==> src/rtl/uart_pkg.sv <==
// UART receiver shared types: FSM state encoding, default bit period, parity helper.
// Optional even-parity support is enabled by defining UART_RX_PARITY_EN.
package uart_pkg;

  localparam int DEFAULT_CLKS_PER_BIT = 434;

  typedef enum logic [2:0] {
    ST_IDLE   = 3'd0,
    ST_START  = 3'd1,
    ST_DATA   = 3'd2,
`ifdef UART_RX_PARITY_EN
    ST_PARITY = 3'd3,
`endif
    ST_STOP   = 3'd4
  } state_e;

  function automatic logic even_parity(input logic [31:0] d);
    return ^d;
  endfunction

endpackage

==> src/rtl/bit_synchronizer.sv <==
// Two-flop synchronizer for the asynchronous serial line.
// Both flops reset to 1 so a reset line reads as idle.
module bit_synchronizer (
  input  logic clk,
  input  logic reset,
  input  logic d,
  output logic q
);

  logic s1_q, s1_d;
  logic s2_q, s2_d;

  always_comb begin
    s1_d = d;
    s2_d = s1_q;
  end

  always_ff @(posedge clk) begin
    if (!reset) begin
      s1_q <= 1'b1;
      s2_q <= 1'b1;
    end else begin
      s1_q <= s1_d;
      s2_q <= s2_d;
    end
  end

  assign q = s2_q;

endmodule

==> src/rtl/uart_rx.sv <==
// UART receiver: start/data/(parity)/stop FSM with mid-bit sampling.
// Define UART_RX_PARITY_EN for one even-parity bit after the data.
import uart_pkg::*;

module uart_rx #(
  parameter int CLKS_PER_BIT = DEFAULT_CLKS_PER_BIT,
  parameter int WORD_LENGTH  = 8
) (
  input  logic                   clk,
  input  logic                   reset,
  input  logic                   enable,
  input  logic                   rx,
  output logic [WORD_LENGTH-1:0] data,
  output logic                   valid,
  output logic                   frame_error,
  output logic                   parity_error,
  output logic                   busy
);

  localparam int CW = $clog2(CLKS_PER_BIT);
  localparam int BW = $clog2(WORD_LENGTH + 1);
  localparam logic [CW-1:0] LAST = CW'(CLKS_PER_BIT - 1);
  localparam logic [CW-1:0] HALF = CW'(CLKS_PER_BIT / 2 - 1);
  localparam logic [BW-1:0] BLAST = BW'(WORD_LENGTH - 1);

  logic rx_s;

  state_e               state_q, state_d;
  logic [CW-1:0]        cnt_q, cnt_d;
  logic [BW-1:0]        bit_q, bit_d;
  logic [WORD_LENGTH-1:0] sh_q, sh_d;
  logic [WORD_LENGTH-1:0] data_q, data_d;
  logic                 rx_prev_q, rx_prev_d;
  logic                 valid_q, valid_d;
  logic                 ferr_q, ferr_d;
`ifdef UART_RX_PARITY_EN
  logic                 ppend_q, ppend_d;
  logic                 perr_q, perr_d;
`endif

  bit_synchronizer u_sync (
    .clk   (clk),
    .reset (reset),
    .d     (rx),
    .q     (rx_s)
  );

  always_comb begin
    state_d   = state_q;
    cnt_d     = cnt_q;
    bit_d     = bit_q;
    sh_d      = sh_q;
    data_d    = data_q;
    rx_prev_d = rx_s;
    valid_d   = 1'b0;
    ferr_d    = 1'b0;
`ifdef UART_RX_PARITY_EN
    ppend_d   = ppend_q;
    perr_d    = 1'b0;
`endif
    if (!enable) begin
      state_d = ST_IDLE;
      cnt_d   = '0;
      bit_d   = '0;
    end else begin
      unique case (state_q)
        ST_IDLE: begin
          cnt_d = '0;
          bit_d = '0;
          // only a genuine 1->0 transition starts a frame
          if (rx_prev_q && !rx_s)
            state_d = ST_START;
        end
        ST_START: begin
          if (cnt_q == HALF) begin
            cnt_d   = '0;
            state_d = rx_s ? ST_IDLE : ST_DATA;
          end else begin
            cnt_d = cnt_q + 1'b1;
          end
        end
        ST_DATA: begin
          if (cnt_q == LAST) begin
            cnt_d = '0;
            sh_d  = {rx_s, sh_q[WORD_LENGTH-1:1]};
            if (bit_q == BLAST) begin
              bit_d = '0;
`ifdef UART_RX_PARITY_EN
              state_d = ST_PARITY;
`else
              state_d = ST_STOP;
`endif
            end else begin
              bit_d = bit_q + 1'b1;
            end
          end else begin
            cnt_d = cnt_q + 1'b1;
          end
        end
`ifdef UART_RX_PARITY_EN
        ST_PARITY: begin
          if (cnt_q == LAST) begin
            cnt_d   = '0;
            ppend_d = even_parity(32'(sh_q)) ^ rx_s;
            state_d = ST_STOP;
          end else begin
            cnt_d = cnt_q + 1'b1;
          end
        end
`endif
        ST_STOP: begin
          if (cnt_q == LAST) begin
            cnt_d   = '0;
            data_d  = sh_q;
            valid_d = rx_s;
            ferr_d  = !rx_s;
`ifdef UART_RX_PARITY_EN
            perr_d  = ppend_q;
            ppend_d = 1'b0;
`endif
            state_d = ST_IDLE;
          end else begin
            cnt_d = cnt_q + 1'b1;
          end
        end
        default: state_d = ST_IDLE;
      endcase
    end
  end

  always_ff @(posedge clk) begin
    if (!reset) begin
      state_q   <= ST_IDLE;
      cnt_q     <= '0;
      bit_q     <= '0;
      sh_q      <= '0;
      data_q    <= '0;
      rx_prev_q <= 1'b1;
      valid_q   <= 1'b0;
      ferr_q    <= 1'b0;
`ifdef UART_RX_PARITY_EN
      ppend_q   <= 1'b0;
      perr_q    <= 1'b0;
`endif
    end else begin
      state_q   <= state_d;
      cnt_q     <= cnt_d;
      bit_q     <= bit_d;
      sh_q      <= sh_d;
      data_q    <= data_d;
      rx_prev_q <= rx_prev_d;
      valid_q   <= valid_d;
      ferr_q    <= ferr_d;
`ifdef UART_RX_PARITY_EN
      ppend_q   <= ppend_d;
      perr_q    <= perr_d;
`endif
    end
  end

  assign data        = data_q;
  assign valid       = valid_q;
  assign frame_error = ferr_q;
  assign busy        = (state_q != ST_IDLE);
`ifdef UART_RX_PARITY_EN
  assign parity_error = perr_q;
`else
  assign parity_error = 1'b0;
`endif

endmodule

==> config.mk <==
export PLATFORM = sky130hd
export DESIGN_NAME = uart_rx
export DESIGN_NICKNAME = d
export VERILOG_FILES = /design/src/rtl/uart_pkg.sv /design/src/rtl/bit_synchronizer.sv /design/src/rtl/uart_rx.sv
export SDC_FILE = /design/constraint.sdc
export NUM_CORES = 1
export LEC_CHECK = 0
export CAP_MARGIN = 10
export CELL_PAD_IN_SITES_DETAIL_PLACEMENT = 1
export CELL_PAD_IN_SITES_GLOBAL_PLACEMENT = 2
export CORE_ASPECT_RATIO = 0.6
export CORE_MARGIN = 2
export CORE_UTILIZATION = 40
export CTS_BUF_LIST = sky130_fd_sc_hd__clkbuf_8
export DETAILED_ROUTE_END_ITERATION = 8
export GPL_ROUTABILITY_DRIVEN = 0
export MAX_ROUTING_LAYER = met4
export PLACE_DENSITY = 0.87
export SLEW_MARGIN = 5
export SYNTH_ARGS = -nofsm -noshare
export SYNTH_HDL_FRONTEND = slang
export SYNTH_HIERARCHICAL = 1
export SYNTH_SLANG_ARGS = --single-unit
==> constraint.sdc <==
create_clock -name clk -period 4.4 [get_ports clk]
set_input_delay 0.88 -clock clk [delete_from_list [all_inputs] [get_ports clk]]
set_output_delay 0.88 -clock clk [all_outputs]
set_load 0.005 [all_outputs]
# --- Word level (Yosys, flattened, before mapping) ---
# Cells that the tools add are included.
word_totals:
  ff_bits: 37
classes:
  add_sub_neg: 2
  reduce_logical: 13
  eq_ne: 11
  n_mux: 13
op_table:
  columns: ["op", "count"]
  rows:
  - ["$pmux W9 S3", 1]
  - ["$mux W9", 2]
  - ["$mux W3", 5]
  - ["$pmux W3 S4", 1]
  - ["$ne A2 B2 Y1 const B", 5]
  - ["$add A9 B1 Y9 const B", 1]
  - ["$eq A9 B8 Y1 const B", 1]
  - ["$eq A9 B9 Y1 const B", 1]
  - ["$mux W4", 2]
  - ["$pmux W4 S2", 1]
  - ["$reduce_and A3 Y1", 2]
  - ["$reduce_bool A3 Y1", 2]
  - ["$reduce_and A5 Y1", 1]
  - ["$add A4 B1 Y4 const B", 1]
  - ["$eq A4 B3 Y1 const B", 1]
  - ["$reduce_and A2 Y1", 2]
  - ["$reduce_and A4 Y1", 1]
  - ["$eq A3 B1 Y1 const B", 1]
  - ["$eq A3 B2 Y1 const B", 1]
  - ["$eq A3 B3 Y1 const B", 1]
  - ["$logic_not A3 Y1", 1]
  - ["$mux W2", 1]
  - ["$reduce_bool A2 Y1", 1]
  - ["$reduce_or A2 Y1", 1]
  - ["other kinds (2)", 2]

# --- Depth between registers and ports, before layout ---
# Gate-level depths: netlist (run 1).
depth:
  depth_word: 4
  ltp_mapped: 8
  mapped_depth_nobuf: 6

# --- By module ---
# Netlist (run 1), hierarchy kept.
modules_own_cells:
  columns: ["module", "cells_per_inst", "area_each_um2", "n_inst"]
  rows:
  - ["uart_rx", 184, 1702.9, 1]
  - ["bit_synchronizer", 4, 52.6, 1]

# --- Worst setup path after synthesis (run 1) ---
# OpenSTA, ideal clock, no wires.
synth_path:
  kind: "reg2reg"
  startpoint: "reg cnt_q[0]"
  endpoint: "reg state_q[2]"
  stages_incl_launch_ff: 8
  arrival_time_ns: 1.691
  slack_ns: 2.587
  required_time_ns: 4.277
  setup_time_ns: 0.123
  period_less_slack_ns: 1.813
  cell_sequence: "dfxtp_1 > inv_1 > ha_1 > or4b_1 > o31a_1 > buf_2 > o31ai_1 > a21oi_1"
synth_via:
  elab_chain_len: 3
  word_cells_on_any_way: 6
synth_rtl:
  columns: ["element", "line_no", "text"]
  rows:
  - ["start, declared", "uart_rx.sv:29", "logic [CW-1:0] cnt_q, cnt_d;"]
  - ["start signal, assigned", "uart_rx.sv:147", "cnt_q <= cnt_d;"]
  - ["$eq A9 B9 Y1 or $eq A9 B8 Y1 (tied branches)", "uart_rx.sv:83, uart_rx.sv:112, uart_rx.sv:75", null]
  - ["$ne A2 B2 Y1 (no line)", null, null]
  - ["$reduce_and A5 Y1 (no line) (*)", null, null]
  - ["end signal, assigned", "uart_rx.sv:146", "state_q <= state_d;"]
  - ["end, declared", "uart_rx.sv:28", "state_e state_q, state_d;"]
# Mark *: on every way between the ends. The rest lies on a longest branch, timed or not.
# A chain may end at the register's enable or synchronous reset.

# --- Worst setup path after layout (run 1) ---
layout_path:
  startpoint: "reg state_q[2]"
  endpoint: "out busy"
layout_via:
  elab_chain_len: 1
layout_rtl:
  columns: ["element", "line_no", "text"]
  rows:
  - ["$reduce_bool A3 Y1", "uart_rx.sv:164", "assign busy = (state_q != ST_IDLE);"]
  - ["end, declared", "uart_rx.sv:17", "output logic busy"]
# Every way passes these cells.

==> results by group, run 1 <==
Worst setup path
  • Worst EP arrival: roughly 1.8 ns
  • Critical path class: flip-flop to output port
  • Crit path capture type: output port
  • Worst Path Required: 3.52 ns
  • Worst Path Max Fanout: 8
  • Critical path launch point type: flip-flop
  • R2R cell count: 6

Detailed routing
  • WL/cell: between 15 and 20 um
  • ANT nets after route: 0
  • Post-DR vias/cell: roughly 5.6
  • First-pass iteration count of the detailed router: 4
  • Drt total wl: roughly 4.4 mm
  • Vias: ~1.5k
  • 1st-iter DRT viols: 52
  • DR DRC count: 0

Floorplanning
  • I/O pin total: 16
  • Core Region: approximately 4200 um2
  • Die area: just under 5000 um2
  • Initial core utilization: a little over two fifths
  • Die height: between 50 and 60 um
  • Row count: 18
  • Die Span X: just under 90 um

Run status
  • Status: completed

Logic synthesis
  • Post-synth EDFFs: 0
  • Post-Syn Area: 1760 um2
  • Top_reg_cell synth: dfxtp_1
  • Seq cells post-synth: 37
  • Syn Inst Count: ~190
  • Synthesized Nets: slightly below 200
  • Syn Area/Cell: just over 9 um2
  • Fraction of registers with async set/reset: 0%
  • Ys Warns: 6
  • Post-synthesis sequential area ratio: between 40% and 50%
  • Distinct cell type count of the synthesized netlist: 45

Clock tree
  • H-tree Lvls: 2
  • Num Clock Sinks: 37
  • CTS tree: yes
  • Cts bufs inserted: 5
  • Clock root cell: clkbuf_8
  • Clock slew at reported path FFs: roughly 0.08 ns
  • Worst-Skew Late Latency: around 0.29 ns
  • Hold-fix buffers, CTS: 0
  • Max clock buf depth: 2
  • Post-CTS resize count: 0
  • Setup Buffers After CTS: 0

Placement
  • Final HPWL from detailed placement: around 3.2 mm
  • Port Buffers: 14
  • Place WS: 1.56 ns
  • Post-Place Cells: 252
  • DP Area: a little under 2000 um2

Cells and area
  • Final instance area: about 2000 um2
  • Fraction of layout cells with a size suffix above 1: roughly 8%
  • N_diodes: 0
  • Finished Layout Cells: between 200 and 300
  • Synth-to-Final Area Change: 17.4%
  • Layout net count: just over 200

Global route
  • Met2 Usage GRT: roughly 29%
  • Largest net degree at the start of global routing: 23
  • First-pass GRT wire length: between 7 and 8 mm
  • Met3 usage: approximately 4.0%
  • Initial antenna violation count: 0
  • Vias in the first global route: around 1.6k
  • Global route overflow: 0
  • Global-route usage over all layers: between 10% and 20%
  • M1 GR Usage: about a quarter
  • Busiest layer in global routing: met2

Power and ir drop
  • Leak: ~0.00080 uW
  • Total power draw: 717 uW
  • Pwr dens: around 350 nW/um2
  • Max IR drop VDD: 0.179 mV

STA
  • Final hold vios: 0
  • Post-route minimum period: roughly 2.6 ns
  • Setup Viol. Count Final: 0
  • Max-slew violation count: 0
  • Max Clk Rate: 381 MHz
  • Worst Skew: approximately 0.010 ns
  • Fin crit share: approximately three fifths
  • Slew HR: between 40% and 50%
  • TNS Setup: 0 ns
  • Worst slew pin tran: between 0.8 and 0.9 ns
  • Setup slack after layout: around 1.8 ns
  • Setup repair after global routing missed its margin: no

Run
  • Max Cap Viol: 0

Min path
  • Min-Delay Path Class: flip-flop to flip-flop
  • Hold Crit Depth: 1
[power breakdown]
part           internal [uW]  total, uW  leakage (uW)  switching (uW)
logic                   8.50       20.2      0.000431            11.7
registers                336        338      0.000299            1.82
clock network            228        358     0.0000687             130
[routing by layer]
layer / wire [um] / part of all wire, %
met1: 2130 / 48
met3: 165 / 3.7
met4: 66 / 1.5
met5: 0 / 0
met2: 2050 / 46
[cell families after synthesis]
kind of cell / synth area share [%]
other cells: 0.214
fa+ha+maj: 3.42
compound gates: 14.8
buf+inv: 3.35
mux: 9.12
simple gates: 26.4
xor+xnor: 0.499
flops: 42.2
[through the flow]
step / hold slack (ns) / util [%]
global route: 0.441 / 49.5
detailed placement: 0.415 / 46.2
global placement: 0.398 / 46.2
finish: 0.420 / 49.5
floorplan: 0.386 / -
CTS: 0.425 / 49.5
[final timing paths]
kind / start / to / slack (ns)
min: u_sync/s1_q / u_sync/q / 0.42
min reg2reg: u_sync/s1_q / u_sync/q / 0.42
max reg2reg: cnt_q[1] / state_q[1] / 2.20
max: state_q[2] / busy / 1.77
[placed cells by master (no fill, tap or decap), types with 2 or more instances in the layout]
cell	n
a21oi_1	13
a31oi_1	2
and2_1	3
bufinv_16	2
clkbuf_8	5
clkdlybuf4s50_1	14
dfxtp_1	37
ha_1	4
inv_1	3
mux2i_1	16
nand2_1	15
nand2b_1	4
nand3_1	7
nand4_1	2
nor2_1	8
nor2b_1	18
nor3_1	4
nor4_1	2
o21a_1	2
o21ai_0	3
o22ai_1	8
o31a_1	3
o31ai_1	2
or4b_1	2
[cells in the mapped netlist (2+ instances only)]
master / number / share of area, %
dfxtp_1: 37 / 42
nor2b_1: 18 / 6.4
mux2i_1: 16 / 9.1
nand2_1: 15 / 3.2
a21oi_1: 13 / 3.7
nor2_1: 8 / 1.7
o22ai_1: 8 / 2.9
nand3_1: 7 / 2.0
buf_2: 5 / 1.4
ha_1: 4 / 2.9
nand2b_1: 4 / 1.4
nor3_1: 4 / 1.1
and2_1: 3 / 1.1
clkbuf_1: 3 / 0.64
inv_1: 3 / 0.64
o21ai_0: 3 / 0.86
o31a_1: 3 / 1.5
a31oi_1: 2 / 0.71
nand4_1: 2 / 0.71
nor4_1: 2 / 0.71
o21a_1: 2 / 0.86
o31ai_1: 2 / 0.86
or4b_1: 2 / 1.1
[area by class of cell]
cell class	count	area, um2
clock inverters	3	68.8
well taps	60	75.1
flip-flops and latches	37	741
repair buffers	14	140
clock buffers	5	68.8
inverters	3	11.3
multi-input cells	138	956
fillers	463	2110
[state kept, by name, summed over array words and instances, names as in the netlist]
| signal | cells |
|---|---|
| sh_q | 8 |
| cnt_q | 9 |
| u_sync/s1_q | 1 |
| state_q | 3 |
| valid | 1 |
| rx_prev_q | 1 |
| data | 8 |
| frame_error | 1 |
| bit_q | 4 |
| u_sync/q | 1 |
[worst max-delay path: stages (launching register included)]
cell and delay [ns]:
dfxtp_1 0.42, nor3_1 0.39, inv_1 0.18, clkdlybuf4s50_1 0.47
Note: power is estimated with default switching activity, not from simulation.
==> inputs of run 2 (changes only) <==
CORE_UTILIZATION = 33   (was 40)
PLACE_DENSITY = 0.76   (was 0.87)
clock period = 2.18 ns   (was 4.4 ns; I/O delays follow)
==> run 2 against run 1 <==
  * Hold slack improved by 0.0039 ns
  * Clock skew decreased by 0.0025 ns
  * Worst setup slack got worse by 1.6 ns
  * Flip-flop and latch count unchanged
  * Wire length decreased by 4.3%
  * Critical path type unchanged
  * Combinational power increased by 120%
==> results by group, run 2 (synthesis gave the netlist of run 1 again) <==
Min path
  • Min-Delay Path Class: flip-flop to flip-flop (unchanged)
  • Hold Crit Depth: 1 (unchanged)
  • Hold_sp: u_sync/s1_q (unchanged)
  • WHS Endpoint: u_sync/q (unchanged)

STA
  • Max-slew violation count: 0 (unchanged)
  • Post-route minimum period: ~2.0 ns
  • Setup repair after global routing missed its margin: no (unchanged)
  • Fin crit share: 93.9%
  • Max Clk Rate: ~490 MHz
  • TNS Setup: 0 ns (unchanged)
  • Setup Viol. Count Final: 0 (unchanged)
  • Worst hold slack: 0.424 ns (was 0.420 ns)
  • Final hold vios: 0 (unchanged)
  • Worst Skew: 0.00775 ns (was 0.0102 ns)

Global route
  • Vias in the first global route: 1456 (was 1560)
  • Global route overflow: 0 (unchanged)
  • Global-route usage over all layers: 15.6% (was 19.8%)
  • First-pass GRT wire length: 7.09 mm (was 7.32 mm)
  • Initial antenna violation count: 0 (unchanged)
  • Largest net degree at the start of global routing: 21 (was 23)

Worst setup path
  • Worst Path Max Fanout: 8 (unchanged)
  • Critical path launch point type: flip-flop (unchanged)
  • Worst Path Buf+Inv: 2 (unchanged)
  • Worst EP arrival: 1.61 ns (was 1.75 ns)
  • Reg-to-reg slack, setup: 0.18 ns (was 2.20 ns)
  • Largest delay share family, worst path: buffers and inverters (unchanged)
  • R2R cell count: 6 (unchanged)
  • Reg2Reg Capture Point: state_q[2] (was state_q[1])
  • CP max stage cell: dfxtp_1 (was clkdlybuf4s50_1)
  • Crit path capture type: output port (unchanged)
  • RR Startpoint: cnt_q[0] (was cnt_q[1])
  • Crit-path cells: nor3_2 -> inv_1 -> clkdlybuf4s50_1 (was nor3_1 -> inv_1 -> clkdlybuf4s50_1)
  • Worst Path Required: 1.74 ns (was 3.52 ns)
  • Critical path class: flip-flop to output port (unchanged)
  • Max incr delay on CP: 0.57 ns (was 0.47 ns)

Cells and area
  • Layout net count: 213 (was 207)
  • Biggest register: cnt_q (unchanged)
  • Synth-to-Final Area Change: 18.0% (was 17.4%)
  • Most frequent cells in the layout: 37 x dfxtp_1, 18 x nor2b_1, 16 x mux2i_1, 15 x nand2_1, 14 x clkdlybuf4s50_1 (unchanged)
  • Finished Layout Cells: 272 (was 260)
  • Fraction of layout cells with a size suffix above 1: 11.2% (was 8.00%)
  • N_diodes: 0 (unchanged)
  • Max reg flops: 9 (unchanged)
  • Fillers: 590 (was 463)
  • Most common cell after layout, fill and taps aside: dfxtp_1 (unchanged)

Placement
  • Post-Place Cells: 264 (was 252)
  • Final HPWL from detailed placement: 3.01 mm (was 3.20 mm)
  • Port Buffers: 14 (unchanged)

Clock tree
  • H-tree Lvls: 2 (unchanged)
  • CTS tree: yes (unchanged)
  • Clock slew at reported path FFs: 0.09 ns (was 0.08 ns)
  • Cts bufs inserted: 5 (unchanged)
  • Num Clock Sinks: 37 (unchanged)
  • Max clock buf depth: 2 (unchanged)
  • Clock root cell: clkbuf_8 (unchanged)
  • Worst-Skew Late Latency: 0.29 ns (about the same)
  • Setup Buffers After CTS: 0 (unchanged)

Detailed routing
  • DR DRC count: 0 (unchanged)
  • First-pass iteration count of the detailed router: 4 (unchanged)
  • Post-DR vias/cell: 5.37 (was 5.62)
  • Vias: 1461 (was 1460)
  • 1st-iter DRT viols: 70 (was 52)
  • ANT nets after route: 0 (unchanged)
  • Drt total wl: 4.22 mm (was 4.41 mm)
  • WL/cell: 15.5 um (was 16.9 um)

Floorplanning
  • Row count: 20 (was 18)
  • Die height: 60.5 um (was 55.3 um)
  • Initial core utilization: 34.4% (was 42.1%)
  • Die area: 5940 um2 (was 4950 um2)
  • I/O pin total: 16 (unchanged)
  • Core Region: 5100 um2 (was 4170 um2)
  • Die Span X: 98.2 um (was 89.5 um)

Power and ir drop
  • Leak: 0.000804 uW (was 0.000798 uW)
  • Max IR drop VDD: 0.227 mV (was 0.179 mV)
  • Pwr dens: 591 nW/um2 (was 348 nW/um2)

Run status
  • Status: completed (unchanged)

Run
  • Max Cap Viol: 0 (unchanged)
-- run 2: cell types whose count changed in the layout (fill, tap and decap cells not counted) --
| cell | previous run | this run |
|---|---|---|
| nor3_2 | 0 | 1 |
| clkinv_2 | 0 | 1 |
| clkinvlp_4 | 0 | 1 |
| nor3_1 | 4 | 3 |
| buf_4 | 0 | 6 |
| bufinv_16 | 2 | 0 |
-- run 2: final cells by class --
class	instances	area (um2)	share of cell area [%]
Inverter	3	11.3	0.544
Clock buffer	5	68.8	3.32
Timing Repair Buffer	20	185	8.94
Clock inverter	3	21.3	1.03
Sequential cell	37	741	35.8
Multi-Input combinational cell	138	961	46.4
Tap cell	66	82.6	3.99
-- run 2: timing repair --
item / 4_1_cts / 5_1_grt
setup endpoints to repair: 0 / 1
resized for setup: 0 / 1
hold buffers: 0 / 0
-- run 2: stage by stage --
step                instance area [um2]  power (uW)  utilization (%)  worst slack, ns
floorplan                          1760         724                -            0.367
detailed placement                 1980         742             38.7            0.132
finish                             2070        1220             40.6            0.134
global route                       2070        1260             40.6           0.0591
CTS                                2070        1240             40.5            0.132
global placement                   1980         741             38.7            0.275
-- run 2: worst max path at each step --
stage          startpoint         end  slack, ns  depth (start not counted)
2_1_floorplan    cnt_q[0]  state_q[2]       0.37                          7
3_3_place_gp       enable     data[4]       0.28                          6
3_5_place_dp       enable     data[7]       0.13                          6
4_1_cts        state_q[0]        busy       0.13                          3
5_1_grt        state_q[0]        busy       0.06                          3
6_report       state_q[0]        busy       0.13                          3
-- run 2: layer usage --
layer | GRT usage (%) | wire length (um) | share of wire [%] | up-vias
li1 | - | - | - | 708
met1 | 20.3 | 2150 | 51 | 722
met2 | 24.6 | 1900 | 45 | 27
met3 | 3.92 | 133 | 3.2 | 4
met4 | 4.50 | 38 | 0.90 | 0
met5 | - | 0 | 0 | -
-- run 2: power breakdown --
| group | internal (uW) | switching (uW) | leakage [uW] |
|---|---|---|---|
| combinational | 20.3 | 24.3 | 0.000461 |
| clock | 227 | 271 | 0.0000445 |
| sequential | 678 | 3.59 | 0.000299 |
| total | 926 | 299 | 0.000804 |
